--- config.mk ---
export PLATFORM = sky130hd
export DESIGN_NAME = rgb_matrix_shifter
export DESIGN_NICKNAME = d
export VERILOG_FILES = /design/src/rtl/rgb_matrix_pkg.sv /design/src/rtl/button_debounce.sv /design/src/rtl/rgb_matrix_shifter.sv
export SDC_FILE = /design/constraint.sdc
export NUM_CORES = 1
export LEC_CHECK = 0
export BUFFER_PORTS_ARGS = -buffer_cell sky130_fd_sc_hd__clkbuf_2
export CAP_MARGIN = 20
export CORE_UTILIZATION = 50
export DETAILED_ROUTE_END_ITERATION = 6
export PLACE_DENSITY = 0.77
export SKIP_LAST_GASP = 1
export SYNTH_ARGS = -nofsm -noshare
export SYNTH_HDL_FRONTEND = slang
export SYNTH_SLANG_ARGS = --single-unit
--- constraint.sdc ---
create_clock -name clk -period 2.6 [get_ports clk]
set_input_delay 0.65 -clock clk [delete_from_list [all_inputs] [get_ports clk]]
set_output_delay 0.65 -clock clk [all_outputs]
set_load 0.01 [all_outputs]
--- src/rtl/rgb_matrix_pkg.sv ---
// Shared definitions for the RGB matrix shifter.
//   mode_e    : step operation selected by the 2-bit mode input
//   colour_e  : colour index driven on led_out
//   seed_pattern(mode, n) : one-hot start pattern for an n-bit matrix
package rgb_matrix_pkg;

  // Widest pattern seed_pattern can produce; callers truncate to their own N.
  localparam int unsigned MAX_N = 256;

  typedef enum logic [1:0] {
    MODE_SHL = 2'b00,
    MODE_SHR = 2'b01,
    MODE_ROL = 2'b10,
    MODE_ROR = 2'b11
  } mode_e;

  typedef enum logic [1:0] {
    COL_RED   = 2'd0,
    COL_GREEN = 2'd1,
    COL_BLUE  = 2'd2,
    COL_WHITE = 2'd3
  } colour_e;

  // Left-moving modes start at bit 0, right-moving modes at bit n-1, so the
  // lit bit always has the full pattern width to travel across.
  function automatic logic [MAX_N-1:0] seed_pattern(input logic [1:0] mode,
                                                    input int unsigned n);
    logic [MAX_N-1:0] one;
    one = MAX_N'(1);
    if (mode == MODE_SHR || mode == MODE_ROR) begin
      return one << (n - 1);
    end
    return one;
  endfunction

endpackage

--- src/rtl/button_debounce.sv ---
// Push-button conditioner: 2-FF synchroniser, stability counter, debounced
// level and a single-cycle press strobe on the debounced 0->1 edge.
//   clk_i    : system clock
//   rst_ni   : synchronous reset, active-low
//   btn_i    : raw asynchronous button, active-high
//   level_o  : debounced button level
//   press_o  : one-cycle strobe on an accepted press (release gives nothing)
module button_debounce #(
  parameter int unsigned DEBOUNCE_CYCLES = 1000000
) (
  input  logic clk_i,
  input  logic rst_ni,
  input  logic btn_i,
  output logic level_o,
  output logic press_o
);

  localparam int unsigned CntW = (DEBOUNCE_CYCLES > 1) ? $clog2(DEBOUNCE_CYCLES) : 1;
  localparam logic [CntW-1:0] CntMax = CntW'(DEBOUNCE_CYCLES - 1);

  logic [1:0]      sync_q;
  logic [1:0]      vld_q;
  logic [CntW-1:0] cnt_q, cnt_d;
  logic            level_q, level_d;
  logic            armed_q, armed_d;
  logic            press_q, press_d;

  always_comb begin
    cnt_d   = cnt_q;
    level_d = level_q;
    press_d = 1'b0;
    // A button held through reset must not count as a press: only arm once
    // the synchroniser holds a real sample and that sample is low.
    armed_d = armed_q | (vld_q[1] & ~sync_q[1]);
    if (sync_q[1] != level_q) begin
      if (cnt_q == CntMax) begin
        cnt_d   = '0;
        level_d = sync_q[1];
        press_d = sync_q[1] & armed_q;
      end else begin
        cnt_d = cnt_q + 1'b1;
      end
    end else begin
      // Any bounce back to the accepted level restarts the count.
      cnt_d = '0;
    end
  end

  always_ff @(posedge clk_i) begin
    if (!rst_ni) begin
      sync_q  <= '0;
      vld_q   <= '0;
      cnt_q   <= '0;
      level_q <= 1'b0;
      armed_q <= 1'b0;
      press_q <= 1'b0;
    end else begin
      sync_q  <= {sync_q[0], btn_i};
      vld_q   <= {vld_q[0], 1'b1};
      cnt_q   <= cnt_d;
      level_q <= level_d;
      armed_q <= armed_d;
      press_q <= press_d;
    end
  end

  assign level_o = level_q;
  assign press_o = press_q;

endmodule

--- src/rtl/rgb_matrix_shifter.sv ---
// One-hot pattern shifter for a ROWS x COLS RGB LED matrix. Steps come from a
// debounced button press or, with auto_en set, from an internal step timer.
// Four shift/rotate modes; the colour advances each time the pattern wraps.
//   clk, rst_n : clock, synchronous active-low reset
//   button     : raw push-button, active-high
//   mode       : 00 shl, 01 shr, 10 rol, 11 ror
//   auto_en    : 1 = timer stepping (press restarts), 0 = press stepping
//   R, G, B    : per-channel column data (N = ROWS*COLS bits)
//   led_out    : colour index (0 red, 1 green, 2 blue, 3 white)
//   step_pulse : one-cycle strobe with every applied step
module rgb_matrix_shifter
  import rgb_matrix_pkg::*;
#(
  parameter int unsigned ROWS            = 5,
  parameter int unsigned COLS            = 5,
  parameter int unsigned DEBOUNCE_CYCLES = 1000000,
  parameter int unsigned STEP_CYCLES     = 12500000
) (
  input  logic                   clk,
  input  logic                   rst_n,
  input  logic                   button,
  input  logic [1:0]             mode,
  input  logic                   auto_en,
  output logic [ROWS*COLS-1:0]   R,
  output logic [ROWS*COLS-1:0]   G,
  output logic [ROWS*COLS-1:0]   B,
  output logic [1:0]             led_out,
  output logic                   step_pulse
);

  localparam int unsigned N = ROWS * COLS;
  localparam int unsigned TimerW = (STEP_CYCLES > 1) ? $clog2(STEP_CYCLES) : 1;
  localparam logic [TimerW-1:0] TimerMax = TimerW'(STEP_CYCLES - 1);

  logic              btn_press;
  logic              unused_btn_level;

  logic [N-1:0]      pat_q, pat_d;
  logic [1:0]        col_q, col_d;
  logic [TimerW-1:0] timer_q, timer_d;
  logic              auto_en_q;
  logic [N-1:0]      r_q, r_d, g_q, g_d, b_q, b_d;
  logic              pulse_q;

  logic [N-1:0]      seed_cur;
  logic [N-1:0]      shifted;
  logic              wrap;
  logic              auto_chg;
  logic              tick;
  logic              step;

  button_debounce #(
    .DEBOUNCE_CYCLES(DEBOUNCE_CYCLES)
  ) u_debounce (
    .clk_i  (clk),
    .rst_ni (rst_n),
    .btn_i  (button),
    .level_o(unused_btn_level),
    .press_o(btn_press)
  );

  assign seed_cur = N'(seed_pattern(mode, N));

  // Candidate next pattern for the current mode and whether it wraps.
  always_comb begin
    shifted = '0;
    wrap    = 1'b0;
    unique case (mode_e'(mode))
      MODE_SHL: begin
        shifted = pat_q << 1;
        wrap    = ~|shifted;
      end
      MODE_SHR: begin
        shifted = pat_q >> 1;
        wrap    = ~|shifted;
      end
      MODE_ROL: begin
        shifted = (pat_q << 1) | (pat_q >> (N - 1));
        wrap    = pat_q[N-1];
      end
      MODE_ROR: begin
        shifted = (pat_q >> 1) | (pat_q << (N - 1));
        wrap    = pat_q[0];
      end
      default: ;
    endcase
  end

  always_comb begin
    pat_d    = pat_q;
    col_d    = col_q;
    step     = 1'b0;
    auto_chg = (auto_en != auto_en_q);
    tick     = auto_en & ~auto_chg & (timer_q == TimerMax);

    if (!auto_en || auto_chg || tick) begin
      timer_d = '0;
    end else begin
      timer_d = timer_q + 1'b1;
    end

    if (auto_en && btn_press) begin
      // Restart wins over a coincident tick and is not a step.
      pat_d   = seed_cur;
      col_d   = COL_RED;
      timer_d = '0;
    end else if (btn_press || tick) begin
      step = 1'b1;
      if (wrap) begin
        col_d = col_q + 2'd1;
        // Shifts lose their bit off the edge and need a fresh seed; rotates
        // already carry it round.
        pat_d = mode[1] ? shifted : seed_cur;
      end else begin
        pat_d = shifted;
      end
    end

    r_d = (col_d == COL_RED   || col_d == COL_WHITE) ? pat_d : '0;
    g_d = (col_d == COL_GREEN || col_d == COL_WHITE) ? pat_d : '0;
    b_d = (col_d == COL_BLUE  || col_d == COL_WHITE) ? pat_d : '0;
  end

  always_ff @(posedge clk) begin
    if (!rst_n) begin
      pat_q     <= seed_cur;
      col_q     <= COL_RED;
      timer_q   <= '0;
      auto_en_q <= auto_en;
      r_q       <= seed_cur;
      g_q       <= '0;
      b_q       <= '0;
      pulse_q   <= 1'b0;
    end else begin
      pat_q     <= pat_d;
      col_q     <= col_d;
      timer_q   <= timer_d;
      auto_en_q <= auto_en;
      r_q       <= r_d;
      g_q       <= g_d;
      b_q       <= b_d;
      pulse_q   <= step;
    end
  end

  assign R          = r_q;
  assign G          = g_q;
  assign B          = b_q;
  assign led_out    = col_q;
  assign step_pulse = pulse_q;

endmodule

### Word level (Yosys, flattened, before mapping)

Cells that the tools add are included.
W data, S select, Z words.

| storage, ports and cells | value |
|---|---|
| logic and storage cells | 78 |
| input bits | 6 |
| register bits after elaboration | 155 |
| output and inout bits | 78 |

| cells by class | value |
|---|---|
| multiplexer cells | 17 |
| reductions and logical operators | 22 |
| bitwise gates (word level) | 11 |
| add/sub/neg operators | 3 |
| equality and inequality tests | 10 |

Operators with widths:

| cell | number |
|---|---|
| $mux W25 | 9 |
| $pmux W25 S4 | 1 |
| $reduce_or A24 Y1 | 2 |
| $or A24 B25 Y25 | 1 |
| $or A25 B1 Y25 | 1 |
| $add A24 B1 Y24 const B | 1 |
| $eq A24 B24 Y1 const B | 1 |
| $add A20 B1 Y20 const B | 1 |
| $eq A20 B20 Y1 const B | 1 |
| $eq A2 B2 Y1 const B | 4 |
| $logic_or A1 B1 Y1 | 7 |
| $mux W2 | 3 |
| $reduce_and A2 Y1 | 3 |
| $reduce_or A3 Y1 | 2 |
| $and A1 B1 Y1 | 4 |
| $eq A2 B1 Y1 const B | 2 |
| $logic_not A2 Y1 | 2 |
| $not A1 Y1 | 4 |
| $pmux W1 S4 | 1 |
| $logic_not A1 Y1 | 3 |
| $mux W1 | 3 |
| $reduce_and A3 Y1 | 1 |
| $add A2 B1 Y2 const B | 1 |
| $ne A1 B1 Y1 | 2 |
| other kinds (3) | 3 |

### Logic depth before layout (Yosys ltp)

| logic depth | value |
|---|---|
| word-level depth | 11 |
| depth in mapped cells | 14 |
| gate-level depth less buffers | 12 |

### Cells and area by module

Synthesis repeated with hierarchy kept, for this count alone.

| unflattened totals | value |
|---|---|
| cell total of the unflattened synthesis | 605 |
| area, all modules | 5,750.5 µm² |

By module, submodules not included:

| module | area each (µm²) | cells each | instances |
|---|---|---|---|
| rgb_matrix_shifter | 4,614.4 | 479 | 1 |
| button_debounce | 1,136.1 | 126 | 1 |

### Worst setup path after synthesis

OpenSTA, ideal clock, no wires.

| timing | value |
|---|---|
| path kind | register to register |
| from | register timer_q[0] |
| to | register r_q[10], in the netlist R[10] |
| setup slack | -0.246 ns |
| required time | 2.472 ns |
| data arrival time | 2.718 ns |
| period minus slack after synthesis | 2.846 ns |
| cell stages (with the launch flop) | 15 |
| setup time | 0.128 ns |
| cell sequence | dfxtp_1 ha_1 and3_1 buf_4 and4_4 a41oi_4 buf_6 and4bb_2 xnor2_1 a21oi_1 ha_1 nand2_1 nand2_1 clkbuf_1 nor2_1 |

| between the ends | value |
|---|---|
| longest elaborated chain between the ends | 9 |
| elaborated cells on any way between the ends | 12 |
| those cells by class | 2 x eq/ne; 6 x mux; 1 x bitwise; 3 x reduce/logical |

Ends and longest elaborated chain:

| item | line | source |
|---|---|---|
| start, declared | rgb_matrix_shifter.sv:40 | `logic [TimerW-1:0] timer_q, timer_d;` |
| start signal, assigned | rgb_matrix_shifter.sv:137 | `timer_q <= timer_d;` |
| $eq A24 B24 Y1 * | rgb_matrix_shifter.sv:94 | `tick = auto_en & ~auto_chg & (timer_q == TimerMax);` |
| $and A1 B1 Y1 * | rgb_matrix_shifter.sv:94 |  |
| $logic_or A1 B1 Y1 * | rgb_matrix_shifter.sv:107 | `end else if (btn_press \|\| tick) begin` |
| $mux W2 * | rgb_matrix_shifter.sv:107 |  |
| $mux W2 * | rgb_matrix_shifter.sv:102 | `if (auto_en && btn_press) begin` |
| named net col_d[1] | rgb_matrix_shifter.sv:39 | `logic [1:0] col_q, col_d;` |
| $eq A2 B2 Y1 / $logic_not A2 Y1 (equally long branches) | rgb_matrix_shifter.sv:119 | `r_d = (col_d == COL_RED \|\| col_d == COL_WHITE) ? pat_d : '0;` |
| $logic_or A1 B1 Y1 * | rgb_matrix_shifter.sv:119 |  |
| $mux W25 * | rgb_matrix_shifter.sv:119 |  |
| $mux W25 * | rgb_matrix_shifter.sv:125 | `if (!rst_n) begin` |
| end signal, assigned | rgb_matrix_shifter.sv:130 | `r_q <= seed_cur;` |
| end signal, assigned | rgb_matrix_shifter.sv:139 | `r_q <= r_d;` |
| end, declared | rgb_matrix_shifter.sv:42 | `logic [N-1:0] r_q, r_d, g_q, g_d, b_q, b_d;` |

Mark *: on every way through the listed nets, which the timed path passes. The rest lies on a longest branch.
A chain may end at the register's enable or synchronous reset.

### Worst setup path after layout

| timing | value |
|---|---|
| from | register timer_q[0] |
| to | register r_q[22], in the netlist R[22] |

Same word-level chain as after synthesis.

==> flow_summary.ini <==
[status]
status = finished clean

[global_routing]
grt_pass1_vias = 4099
grt_max_degree = 27
grt_first_pass_wirelength_um = 18400
antenna_found_initial = 0
grtUsageTotal_pct = 20.3
grt-ovfl-total = 0

[yosys]
yosysWarnings = 0
synth_flop_cell = dfxtp_1
ys_ff_latch = 155
synth_edf_count = 0
syn_nets = 601
synth.avg_cell_area_um2 = 9.45
netlist_area_um2 = 5580
postSynthCellCount = 591
ys_seq_area_share_pct = 55.6
async_reset_ff_share_pct = 0
yosysUniqueCellTypes = 50

[timing]
tns_ns = 0
setup_viol = 0
drv_slew = 0
hold_violations = 0
rsz0062_at_grt = true
fin_skew_ns = 0.00924
fin_crit_sh_pct = 96.0
relSlewSlack_pct = 49.0
period_needed_ns = 2.50
fmax_ghz = 0.401
worst_pin_slew_ns = 0.759

[cells_and_area]
area_delta_synth_final_pct = 24.1
nets = 698
final_cells = 841
num_antenna_cells = 0
fillCellCount = 866
multi_input_area_um2 = 2390
fin_area_um2 = 6930
seq_area_um2 = 3110
drive_above_1_share_pct = 26.2

[clock_network]
clock-sinks = 155
cts_made_buffers = 17
cts_tree = done
clock_tree.buffer_depth = 2
clk_pin_slew_ns = 0.06
htreeDepth = 4
cts_root_buf = clkbuf_8
clk_latency_ns = 0.52

[place]
dp_hpwl_um = 7720
dp.cells = 804
place_area_um2 = 6220
gp_congestion = 0.869
io_buffers = 83

[die]
start_util_pct = 51.5
io_pins = 84
die-area_um2 = 11600
fp.coreArea_um2 = 10800
rows = 38
die_x_um = 108
die_y_um = 108

[critical_path]
worstPathMaxFanout = 8
crit_required_ns = 2.99
rr_startpoint = timer_q[0]
crit_path_end_kind = flop
reg2reg_to = R[22]
ff2ff_setup_slack_ns = 0.10
ff2ff_path_depth = 13
cp-start-kind = flop
crit_type = reg -> reg
arrival_ns = 2.89

[drt]
drtAntennaViolNets = 0
drtPass1Iterations = 4
wire_per_inst_um = 13.6
routed_wl_um = 11500
viasPerCell = 5.11
vias = 4298
drc = 0
drt_iter0_drc = 142

[min_path]
whs_path_depth = 2
hold_class = in -> reg
hold-path-endpoint = u_debounce.sync_q[0]
min_from = button

[pwr]
leakage_uw = 0.00278
peakVddDrop_v = 0.000478
powerDensity_nw_per_um2 = 707

[run]
max_cap_violations = 0
## cells in the mapped netlist (4+ instances only)
cell / instances / area [um2]
nand3_1: 20 / 100
xor2_1: 21 / 184
clkbuf_1: 15 / 56.3
o21ai_0: 4 / 20.0
inv_1: 10 / 37.5
and2_1: 6 / 37.5
nor2b_1: 5 / 31.3
buf_2: 9 / 45.0
a21oi_1: 30 / 150
nor4_1: 8 / 50.1
nor3_1: 9 / 45.0
nor2_2: 19 / 119
and3_1: 14 / 87.6
nor2_1: 152 / 571
xnor2_1: 22 / 193
ha_1: 4 / 50.1
dfxtp_1: 155 / 3100
nand2_1: 20 / 75.1
mux2i_1: 24 / 240
## flip-flops by register name, indices dropped and copies added (netlist names)
register            cells
auto_en_q               1
u_debounce.level_o      1
G                      25
R                      25
u_debounce.press_o      1
B                      25
u_debounce.armed_q      1
u_debounce.vld_q        2
pat_q                  25
step_pulse              1
u_debounce.sync_q       2
timer_q                24
led_out                 2
u_debounce.cnt_q       20
## placed cells by master, fill, tap and decap left out, types with 3 or more instances in the layout
cell / n
inv_6: 3
mux2i_1: 24
clkinvlp_4: 3
and2_1: 5
dfxtp_1: 151
o21ai_0: 3
clkbuf_16: 17
nand2_1: 18
a21oi_1: 29
nor2_2: 22
dfxtp_2: 4
nand3b_1: 3
nor2b_1: 5
nand3_1: 20
nor4_1: 8
ha_1: 3
nor2_1: 149
nand4_1: 3
inv_1: 10
xor2_1: 21
buf_4: 18
nor3_1: 9
and3_1: 12
clkbuf_8: 3
xnor2_1: 20
clkbuf_2: 83
clkinv_2: 3
## metal layers
metal | up-vias | track usage [%] | wire length [um]
met1 | 2042 | 24.6 | 5060
met5 | - | 0 | 0
met2 | 96 | 33.4 | 5670
met3 | 11 | 6.11 | 589
met4 | 0 | 8.61 | 133
li1 | 2149 | - | -
## timing repair
action	in CTS	in global routing
setup buffers	0	4
endpoints found under the setup margin	24	48
pin swaps	0	4
gates cloned	0	1
hold buffers	0	0
gates resized for setup	2	17
## per-stage QoR
stage / power [uW] / hold slack [ns] / setup slack (ns) / utilization [%]
2_1_floorplan: 2520 / 0.412 / 0.00327 / -
5_1_grt: 5060 / 0.331 / -0.0145 / 63.9
4_1_cts: 4930 / 0.331 / 0.00400 / 62.8
3_5_place_dp: 2560 / 0.421 / -0.0263 / 57.4
6_report: 4900 / 0.350 / 0.104 / 63.9
3_3_place_gp: 2550 / 0.414 / 0.0535 / 57.4
## cell type report
cell class | count | area share, %
inverters | 10 | 0.542
clock buffers | 19 | 6.38
flip-flops and latches | 155 | 44.9
multi-input cells | 398 | 34.4
well taps | 140 | 2.53
repair buffers | 106 | 9.21
clock inverters | 13 | 2.04
## worst max path at each step
stage / from / to / slack [ns] / depth (start not counted)
floorplan: timer_q[0] / R[10] / 0.003 / 14
global placement: mode[0] / R[1] / 0.05 / 12
detailed placement: mode[0] / R[4] / -0.03 / 12
CTS: timer_q[1] / R[4] / 0.004 / 13
global route: timer_q[0] / R[12] / -0.01 / 13
finish: timer_q[0] / R[22] / 0.10 / 13
## logic make-up after synthesis
family | count (synthesis) | share of synthesized area, %
AND/OR/NAND/NOR | 273 | 23.0
flip-flops | 155 | 55.6
AO/OA/AOI/OAI | 53 | 6.03
XOR/XNOR | 43 | 6.75
buffers and inverters | 38 | 3.23
multiplexers | 25 | 4.55
adder cells (fa/ha/maj) | 4 | 0.896
## power by group
group / switching (uW) / total [uW] / internal, uW
clock network: 961 / 2380 / 1420
logic: 67.7 / 117 / 49.2
registers: 10.8 / 2400 / 2390
## critical path: stages, from the launching register on
cell       delay (ns)
dfxtp_2          0.36
ha_4             0.14
and3_4           0.18
and4_4           0.24
a41oi_4          0.12
buf_6            0.16
nor3b_4          0.24
xnor2_2          0.15
a21oi_1          0.06
ha_1             0.30
nand2_2          0.08
nand2_4          0.13
clkbuf_16        0.17
nor2_1           0.04
(Power assumes the default switching activity.)
